## src/rtl/median_stream_pkg.sv

```systemverilog
// rtl/median_stream_pkg.sv - shared state type and window helpers for the median stream filter
package median_stream_pkg;

    typedef enum logic [2:0] {
        IDLE  = 3'd0,
        FILL  = 3'd1,
        RUN   = 3'd2,
        FLUSH = 3'd3,
        DONE  = 3'd4
    } state_t;

    function automatic int mid_rank(input int window);
        return (window - 1) / 2;
    endfunction

    function automatic int rank_width(input int window);
        return $clog2(window);
    endfunction

endpackage

```

## src/rtl/median_rank_select.sv

```systemverilog
// rtl/median_rank_select.sv - combinational rank computation and mid-rank selection over a window
// Ranks and selection have separate inputs so the top can register ranks between them (MEDIAN_PIPE_EN).
module median_rank_select
    import median_stream_pkg::*;
#(
    parameter int DATA_W = 32,
    parameter int WINDOW = 3,
    parameter int RANK_W = rank_width(WINDOW)
) (
    input  logic [WINDOW*DATA_W-1:0] i_rank_win,
    output logic [WINDOW*RANK_W-1:0] o_ranks,
    input  logic [WINDOW*DATA_W-1:0] i_sel_win,
    input  logic [WINDOW*RANK_W-1:0] i_sel_ranks,
    output logic [DATA_W-1:0]        o_median
);

    localparam logic [RANK_W-1:0] MID = RANK_W'(mid_rank(WINDOW));

    logic [RANK_W-1:0] w_rank;

    // Equal values are ordered by index, so ranks form a permutation and exactly one hits MID.
    always_comb begin
        o_ranks = '0;
        w_rank  = '0;
        for (int i = 0; i < WINDOW; i++) begin
            w_rank = '0;
            for (int j = 0; j < WINDOW; j++) begin
                if ((i_rank_win[j*DATA_W +: DATA_W] < i_rank_win[i*DATA_W +: DATA_W]) ||
                    ((j < i) && (i_rank_win[j*DATA_W +: DATA_W] == i_rank_win[i*DATA_W +: DATA_W])))
                    w_rank = w_rank + RANK_W'(1);
            end
            o_ranks[i*RANK_W +: RANK_W] = w_rank;
        end
    end

    always_comb begin
        o_median = '0;
        for (int i = 0; i < WINDOW; i++) begin
            if (i_sel_ranks[i*RANK_W +: RANK_W] == MID)
                o_median = i_sel_win[i*DATA_W +: DATA_W];
        end
    end

endmodule

```

## src/rtl/median_stream_filter.sv

```systemverilog
// rtl/median_stream_filter.sv - framed sliding-window median filter with valid/ready on both sides
// Optional MEDIAN_PIPE_EN adds a rank register stage (latency 2 instead of 1).
module median_stream_filter
    import median_stream_pkg::*;
#(
    parameter int   DATA_W      = 32,
    parameter int   WINDOW      = 3,
    parameter int   NUM_SAMPLES = 8533,
    localparam int  CNT_W       = $clog2(NUM_SAMPLES + 1)
) (
    input  logic              i_clk,
    input  logic              i_rst_n,
    input  logic              i_start,
    output logic              o_busy,
    output logic              o_done,
    input  logic              i_in_valid,
    output logic              o_in_ready,
    input  logic [DATA_W-1:0] i_in_data,
    output logic              o_out_valid,
    input  logic              i_out_ready,
    output logic [DATA_W-1:0] o_out_data
);

    localparam int RANK_W = rank_width(WINDOW);

    if (NUM_SAMPLES < WINDOW) begin : g_bad_num_samples
        $error("NUM_SAMPLES must be >= WINDOW");
    end
    if ((WINDOW < 3) || (WINDOW > 9) || ((WINDOW % 2) == 0)) begin : g_bad_window
        $error("WINDOW must be odd and within 3..9");
    end

    state_t                   r_state;
    state_t                   w_state_next;
    logic [CNT_W-1:0]         r_cnt;
    logic [WINDOW*DATA_W-1:0] r_win;
    logic [WINDOW*DATA_W-1:0] w_next_win;
    logic [WINDOW*RANK_W-1:0] w_ranks;
    logic [WINDOW*DATA_W-1:0] w_sel_win;
    logic [WINDOW*RANK_W-1:0] w_sel_ranks;
    logic [DATA_W-1:0]        w_median;
    logic                     r_out_valid;
    logic [DATA_W-1:0]        r_out_data;
    logic                     w_in_fire;
    logic                     w_run_fire;
    logic                     w_start_ok;
    logic                     w_out_free;
    logic                     w_stage_free;
    logic                     w_empty;

    // Newest sample enters at the top slice, oldest drops off the bottom.
    assign w_next_win = {i_in_data, r_win[WINDOW*DATA_W-1:DATA_W]};
    assign w_in_fire  = i_in_valid & o_in_ready;
    assign w_run_fire = w_in_fire & (r_state == RUN);
    assign w_start_ok = i_start & ((r_state == IDLE) | (r_state == DONE));
    assign w_out_free = ~r_out_valid | i_out_ready;

    median_rank_select #(
        .DATA_W (DATA_W),
        .WINDOW (WINDOW),
        .RANK_W (RANK_W)
    ) u_rank_select (
        .i_rank_win  (w_next_win),
        .o_ranks     (w_ranks),
        .i_sel_win   (w_sel_win),
        .i_sel_ranks (w_sel_ranks),
        .o_median    (w_median)
    );

    always_ff @(posedge i_clk or negedge i_rst_n) begin
        if (!i_rst_n)
            r_state <= IDLE;
        else
            r_state <= w_state_next;
    end

    always_comb begin
        w_state_next = r_state;
        case (r_state)
            IDLE:    if (i_start) w_state_next = FILL;
            FILL:    if (w_in_fire && (r_cnt == CNT_W'(WINDOW - 2))) w_state_next = RUN;
            RUN:     if (w_in_fire && (r_cnt == CNT_W'(NUM_SAMPLES - 1))) w_state_next = FLUSH;
            FLUSH:   if (w_empty) w_state_next = DONE;
            DONE:    if (i_start) w_state_next = FILL;
            default: w_state_next = IDLE;
        endcase
    end

    always_comb begin
        o_busy     = 1'b0;
        o_done     = 1'b0;
        o_in_ready = 1'b0;
        case (r_state)
            FILL, RUN: begin
                o_busy     = 1'b1;
                o_in_ready = w_stage_free;
            end
            FLUSH:   o_busy = 1'b1;
            DONE:    o_done = 1'b1;
            default: o_busy = 1'b0;
        endcase
    end

    always_ff @(posedge i_clk or negedge i_rst_n) begin
        if (!i_rst_n) begin
            r_cnt <= '0;
            r_win <= '0;
        end else if (w_start_ok) begin
            r_cnt <= '0;
            r_win <= '0;
        end else if (w_in_fire) begin
            r_cnt <= r_cnt + CNT_W'(1);
            r_win <= w_next_win;
        end
    end

`ifdef MEDIAN_PIPE_EN
    logic                     r_p_valid;
    logic [WINDOW*DATA_W-1:0] r_p_win;
    logic [WINDOW*RANK_W-1:0] r_p_ranks;

    assign w_sel_win    = r_p_win;
    assign w_sel_ranks  = r_p_ranks;
    assign w_stage_free = ~r_p_valid | w_out_free;
    assign w_empty      = ~r_p_valid & ~r_out_valid;

    // Rank stage refills in the same cycle it hands its contents to the output stage.
    always_ff @(posedge i_clk or negedge i_rst_n) begin
        if (!i_rst_n) begin
            r_p_valid   <= 1'b0;
            r_p_win     <= '0;
            r_p_ranks   <= '0;
            r_out_valid <= 1'b0;
            r_out_data  <= '0;
        end else begin
            if (w_run_fire) begin
                r_p_valid <= 1'b1;
                r_p_win   <= w_next_win;
                r_p_ranks <= w_ranks;
            end else if (w_out_free) begin
                r_p_valid <= 1'b0;
            end
            if (w_out_free) begin
                r_out_valid <= r_p_valid;
                if (r_p_valid)
                    r_out_data <= w_median;
            end
        end
    end
`else
    assign w_sel_win    = w_next_win;
    assign w_sel_ranks  = w_ranks;
    assign w_stage_free = w_out_free;
    assign w_empty      = ~r_out_valid;

    always_ff @(posedge i_clk or negedge i_rst_n) begin
        if (!i_rst_n) begin
            r_out_valid <= 1'b0;
            r_out_data  <= '0;
        end else if (w_run_fire) begin
            r_out_valid <= 1'b1;
            r_out_data  <= w_median;
        end else if (i_out_ready) begin
            r_out_valid <= 1'b0;
        end
    end
`endif

    assign o_out_valid = r_out_valid;
    assign o_out_data  = r_out_data;

endmodule
```

## config.mk

```make
export PLATFORM = sky130hd
export DESIGN_NAME = median_stream_filter
export DESIGN_NICKNAME = d
export VERILOG_FILES = /design/src/rtl/median_stream_pkg.sv /design/src/rtl/median_rank_select.sv /design/src/rtl/median_stream_filter.sv
export SDC_FILE = /design/constraint.sdc
export NUM_CORES = 1
export LEC_CHECK = 0
export BUFFER_PORTS_ARGS = -buffer_cell sky130_fd_sc_hd__buf_2
export CORE_ASPECT_RATIO = 1.5
export CORE_UTILIZATION = 44
export DETAILED_ROUTE_END_ITERATION = 6
export GPL_TIMING_DRIVEN = 1
export PLACE_DENSITY = 0.72
export SLEW_MARGIN = 20
export SYNTH_ARGS = -nofsm -noshare
export SYNTH_HDL_FRONTEND = slang
export SYNTH_SLANG_ARGS = --single-unit
```

## constraint.sdc

```tcl
create_clock -name i_clk -period 2.5 [get_ports i_clk]
set_clock_uncertainty 0.2 [all_clocks]
set_input_delay 0.375 -clock i_clk [delete_from_list [all_inputs] [get_ports i_clk]]
set_output_delay 0.375 -clock i_clk [all_outputs]
set_load 0.01 [all_outputs]
```

### Word-level counts from Yosys, hierarchy flattened

Cells that the tools add are included.
W data, S select, Z words.

| storage, ports and cells | value |
|---|---|
| register bits | 146 |
| bits of input ports | 37 |

| cells by class | value |
|---|---|
| reduce and logical (&&, ||, !) cells | 12 |
| add/sub/neg operators | 7 |
| muxes and demuxes | 26 |
| bitwise operators | 6 |
| $lt $le $gt $ge | 9 |
| eq/ne operators | 16 |

Operators with widths:

| kind | number |
|---|---|
| $lt A32 B32 Y1 | 9 |
| $mux W96 | 2 |
| $eq A32 B32 Y1 | 3 |
| $mux W32 | 3 |
| $mux W14 | 2 |
| $add A14 B1 Y14 const B | 1 |
| $eq A14 B1 Y1 const B | 1 |
| $eq A14 B14 Y1 const B | 1 |
| $add A2 B1 Y2 const B | 6 |
| $mux W2 | 6 |
| $mux W3 | 4 |
| $pmux W3 S4 | 1 |
| $mux W1 | 8 |
| $eq A2 B1 Y1 const B | 3 |
| $eq A3 B2 Y1 const B | 2 |
| $ne A2 B1 Y1 const B | 2 |
| $ne A2 B2 Y1 const B | 2 |
| $reduce_and A4 Y1 | 1 |
| $reduce_bool A2 Y1 | 2 |
| $reduce_or A2 Y1 | 2 |
| $and A1 B1 Y1 | 3 |
| $eq A3 B1 Y1 const B | 1 |
| $eq A3 B3 Y1 const B | 1 |
| $logic_not A3 Y1 | 1 |
| 5 further kinds | 9 |

### Longest topological paths before layout

| depth | value |
|---|---|
| depth after elaboration | 10 |
| gate-level depth with buffers | 12 |
| depth with buffers taken out | 10 |

### Modules after synthesis

A second synthesis with hierarchy kept.

| unflattened totals | value |
|---|---|
| cells, all modules | 892 |
| area, all modules | 7739.9 um2 |

Modules (own cells, without submodules):

| module | times used | seq. area each (um2) | area each (um2) | cells each |
|---|---|---|---|---|
| median_stream_filter | 1 | 2852.7 | 4728.3 | 461 |
| median_rank_select | 1 | 0.0 | 3011.6 | 431 |

### Worst setup path before layout

Ideal clock, no wire load.

| path | value |
|---|---|
| kind | flip-flop to flip-flop |
| start point | register r_win[73] |
| end point | register r_out_data[10] (netlist: o_out_data[10]) |
| data required time | 2.218 ns |
| path slack | -0.138 ns |
| setup time | 0.082 ns |
| clock period less this slack | 2.638 ns |
| arrival time | 2.356 ns |
| cell stages (with the launch flop) | 12 |
| path buffers | 2 |
| path through | dfrtp_1 ha_1 a21o_1 nand3_1 a21oi_1 or4_4 o21ai_2 and3_1 buf_4 buf_6 o211ai_1 a31oi_1 |

| on the way | value |
|---|---|
| cells in the longest elaborated chain, start to end | 10 |
| elaborated cells between the ends (all ways) | 26 |
| classes of those cells | 4 x add/sub; 5 x order compare; 5 x eq/ne; 10 x mux; 2 x reduce/logical |

RTL lines:

| element | RTL line | RTL |
|---|---|---|
| start, declared | median_stream_filter.sv:36 | `logic [WINDOW*DATA_W-1:0] r_win;` |
| start signal, assigned | median_stream_filter.sv:113 | `r_win <= w_next_win;` |
| $lt A32 B32 Y1 / $eq A32 B32 Y1 (equally long branches) | median_rank_select.sv:28, median_rank_select.sv:29 |  |
| $logic_or A1 B1 Y1 | median_rank_select.sv:28 | `if ((i_rank_win[j*DATA_W +: DATA_W] < i_rank_win[i*DATA_W +: DATA_W]) \|\|` |
| $mux W1 | median_rank_select.sv:28 |  |
| $add A2 B1 Y2 | median_rank_select.sv:30 | `w_rank = w_rank + RANK_W'(1);` |
| $mux W2 | median_rank_select.sv:28 |  |
| $add A2 B1 Y2 | median_rank_select.sv:30 |  |
| $mux W2 | median_rank_select.sv:28 |  |
| $eq A2 B1 Y1 | median_rank_select.sv:39 | `if (i_sel_ranks[i*RANK_W +: RANK_W] == MID)` |
| $mux W32 | median_rank_select.sv:39 |  |
| $mux W32 * | median_rank_select.sv:39 |  |
| end signal, assigned | median_stream_filter.sv:162 | `r_out_data <= w_median;` |
| end, declared | median_stream_filter.sv:43 | `logic [DATA_W-1:0] r_out_data;` |

Mark *: on every way between the ends. The rest lies on a longest branch, timed or not.
A chain may end at the register's enable or synchronous reset.

### Worst setup path in the final report

| path | value |
|---|---|
| start point | register r_win[53] |
| end point | register r_out_data[31] (netlist: o_out_data[31]) |

| on the way | value |
|---|---|
| cells in the longest elaborated chain, start to end | 10 |
| elaborated cells between the ends (all ways) | 30 |
| classes of those cells | 6 x add/sub; 5 x order compare; 5 x eq/ne; 12 x mux; 2 x reduce/logical |

RTL lines:

| element | RTL line |
|---|---|
| $lt A32 B32 Y1 / $eq A32 B32 Y1 (equally long branches) | median_rank_select.sv:28, median_rank_select.sv:29 |
| $mux W1 / $logic_or A1 B1 Y1 (equally long branches) | median_rank_select.sv:28 |
| $add A2 B1 Y2 / $mux W1 (equally long branches) | median_rank_select.sv:30, median_rank_select.sv:28 |
| $mux W2 / $add A2 B1 Y2 (equally long branches) | median_rank_select.sv:28, median_rank_select.sv:30 |
| $add A2 B1 Y2 / $mux W2 (equally long branches) | median_rank_select.sv:30, median_rank_select.sv:28 |
| $mux W2 / $add A2 B1 Y2 (equally long branches) | median_rank_select.sv:28, median_rank_select.sv:30 |
| $eq A2 B1 Y1 / $mux W2 (equally long branches) | median_rank_select.sv:39, median_rank_select.sv:28 |
| $mux W32 / $eq A2 B1 Y1 (equally long branches) | median_rank_select.sv:39 |
| $mux W32 | median_rank_select.sv:39 |
| $mux W32 * | median_rank_select.sv:39 |

Marks and branches as above.

==> summary.md <==
| Metric | Value |
|---|---|
| I/O pin count | 73 |
| Least-Margin Pin Slew | approximately 0.74 ns |
| Final setup violation count | 32 |
| EDFF count, synth | 0 |
| Core area | roughly 0.017 sq mm |
| Slew headroom | 0.504 |
| Cell Pwr Density | 1630 mW/mm^2 |
| Share of the synthesized area in the top cell type | 0.373 |
| Maximum buffer depth of the clock tree | 2 |
| Status | finished with violations |
| Met2 Track Usage GR | 0.525 |
| Pin count of the biggest net entering global routing | 69 |
| Post-route DRC | 4 |
| Diode count | 0 |
| Slew Viols, Final | 0 |
| Final worst-path cycle share | 1.32 |
| CP Max Fanout | 5 |
| Vias per Instance | approximately 6.4 |
| First-pass GRT wire length | approximately 43 mm |
| DRT Pass-1 Iters | 7 |
| Drt initial violations | between 700 and 800 |
| H-tree depth | 4 |
| Crit path capture type | register |
| Largest stage delay, worst path | approximately 0.34 ns |
| CTS Root Cell | clkbuf_16 |
| Worst VDD drop | slightly above 0.001 V |
| Die ar. | ~0.018 sq mm |
| Clk sink count | around 110 |
| Total grt overflow | 0 |
| Initial Util | 0.452 |
| Final TNS setup | -21.63 ns |
| Area Overhead vs Synth | 43.2% |
| Max Freq | approximately 300 MHz |
| Critical path class | register to register |
| Seq/Total Area, Yosys | 0.373 |
| Global routing usage on met1 | 0.352 |
| #FFs+latches synth | approximately 110 |
| Drt wl/cell | 22.4 um |
| Die W | about 110 um |
| Post-synthesis cell area | 0.00765 sq mm |
| Clock insertion delay at the later pin of the skew report | around 0.42 ns |
| Crit path top cell by count | buf_4 |
| Yosys top cell by area | dfrtp_1 |
| Routed wire length | approximately 30 mm |
| Routability congestion estimate from global placement | a little under 0.9 |
| Slowest CP cell | dfrtp_1 |
| Unrepaired setup endpoints after global routing | yes |
| Distinct cell type count after synthesis | 51 |
| Async SR Flop Fraction | 1.00 |
| Total track usage | 0.315 |
| TritonCTS buffer count | 17 |
| Main synth FF type | dfrtp_1 |
| Yosys Warn Count | 0 |
| Leakage Power | between 5 and 6 nW |
| Number of routed nets with antenna violations | 0 |
| PortBufs | about 70 |
| Hold Violations, Final | 0 |
| GR Util met3 | 0.0623 |
| Layout cells sized above 1 | 0.338 |
| Core Rows | between 50 and 60 |
| Post-Synthesis Cells | around 870 |
| Die H | 163 um |
| Violated checks | DRC, setup timing |
| Post-DP HPWL | roughly 16 mm |
| CTS tree | built |
| Worst path required time | about 2.6 ns |
| Worst-path cell chain | inv_1 -> buf_4 -> ha_1 -> a21oi_1 -> o21ai_0 -> a211oi_2 -> o31a_1 -> a21boi_4 -> xor2_2 -> buf_4 -> buf_16 -> o211ai_1 -> a31oi_4 |
| Flop2flop setup slack | -0.81 ns |
| Mapped Avg Cell Area | a little under 9 sq um |
| Nets@finish | approximately 1200 |
| GR peak layer | met2 |
| Maximum Capacitance Violations | 0 |
| Setup WS post-layout | -0.812 ns |
| Clock slew at reported path FFs | about 0.060 ns |
| Min-Delay Path Class | input pin to register |
| Synth top area cells | dfrtp_1, ha_1, nand3_1 |
| Vias in the first global route | between 8000 and 9000 |
| Mapped Nets | ~1000 |
| Fin util | 0.648 |
| Vias | about 8400 |
| Worst EP arrival | around 3.5 ns |
| Antenna violations before repair | 0 |
| CP Launch Type | register |
| Tmin final | around 3.3 ns |
==> timing repair <==
action	CTS	global route
gates resized for setup	74	38
endpoints found under the hold margin	35	0
gates cloned	6	5
pin swaps	20	19
endpoints found under the setup margin	32	46
hold buffers	2	0
buffers inserted	23	10
==> through the flow <==
stage | cell area, sq um | power (mW) | setup WS, ns | instances | hold slack [ns]
after global routing | 11000 | 18.6 | -0.817 | 1322 | 0.113
after global placement | 9250 | 11.6 | -0.630 | 1245 | 0.184
final | 11000 | 17.9 | -0.812 | 1322 | 0.0993
after floorplan | 7650 | 8.28 | -0.115 | 866 | -0.121
after CTS | 10500 | 16.3 | -0.402 | 1308 | 0.109
after detailed placement | 9250 | 11.8 | -0.714 | 1245 | 0.186
==> state kept, by name (all words and copies together), names as in the netlist <==
register / flops
r_state: 3
r_cnt: 14
o_out_data: 32
o_out_valid: 1
r_win: 64
==> critical path, delay by kind of cell (launching register included) <==
kind,cells,cell delay [ns]
xor gates and xnor gates,1,0.21
AOI/OAI and AO/OA,7,1.63
DFF,1,0.34
adders and majority gates,1,0.33
buffers and inverters,4,0.52
==> path summary, 6_finish.rpt <==
check | start | to | depth (start not counted)
max | r_win[53] | o_out_data[31] | 13
min | i_in_data[9] | r_win[73] | 3
max reg2reg | r_win[53] | o_out_data[31] | 13
min reg2reg | r_state[2] | r_state[1] | 1
max in group asynchronous | i_rst_n | r_win[75] | 3
min in group asynchronous | i_rst_n | o_out_data[22] | 2
==> layout make-up <==
cell class                      instances  area [sq um]
Fill cell                            1207          5950
Multi-Input combinational cell        624          4770
Sequential cell                       114          2860
Timing Repair Buffer                  268          2230
Clock buffer                           23           478
Inverter                               74           278
Tap cell                              210           263
Clock inverter                          9          80.1
==> cell usage in the layout, fill, tap and decap left out, drive strengths merged, types with 2 or more instances in the layout <==
cell and instances:
a31oi 34, clkinv 6, or4 2, nand2 99
and4 4, xor2 11, buf 261, ha 99
a21oi 39, nand4 22, nor2 24, nand2b 3
nor4 7, o22ai 32, a221oi 3, nor3 5
o211ai 34, xnor2 3, clkbuf 28, o21ai 56
a21boi 2, dlygate4sd3 2, a21o 7, nand3 78
inv 75, nor2b 6, o31ai 32, a211oi 5
dfrtp 114, and2 4, and3 3
==> kinds of logic (layout without fill, tap and decap cells) <==
| family | count (synthesis) | in the layout | synth area share |
|---|---|---|---|
| AO/OA/AOI/OAI | 251 | 251 | 0.207 |
| XOR/XNOR | 14 | 14 | 0.0180 |
| adder cells (fa/ha/maj) | 99 | 99 | 0.162 |
| buffers and inverters | 128 | 374 | 0.0735 |
| flip-flops | 114 | 114 | 0.373 |
| AND/OR/NAND/NOR | 260 | 260 | 0.166 |
==> power breakdown <==
| part | internal, mW | switching (mW) | total [mW] | leakage [nW] |
|---|---|---|---|---|
| registers | 2.65 | 0.670 | 3.32 | 1.46 |
| clock network | 1.44 | 0.898 | 2.34 | 0.277 |
| logic | 5.40 | 6.80 | 12.2 | 3.29 |
| total | 9.49 | 8.37 | 17.9 | 5.03 |
==> cells in the mapped netlist (all sizes together) (5+ instances only) <==
cell type,count
nand4,22
clkbuf,27
o211ai,34
nor3,5
xor2,11
a211oi,5
a21o,7
o21ai,56
nor4,7
o31ai,32
a21oi,39
ha,99
nand2,99
a31oi,34
dfrtp,114
inv,74
nand3,78
nor2,24
buf,27
nor2b,6
o22ai,32
==> per-layer routing <==
layer / wire [um] / vias to the layer above
met5: 0 / -
met4: 2660 / 0
met3: 2660 / 214
met2: 14300 / 565
met1: 10000 / 3988
li1: - / 3643
(Power assumes the default switching activity.)
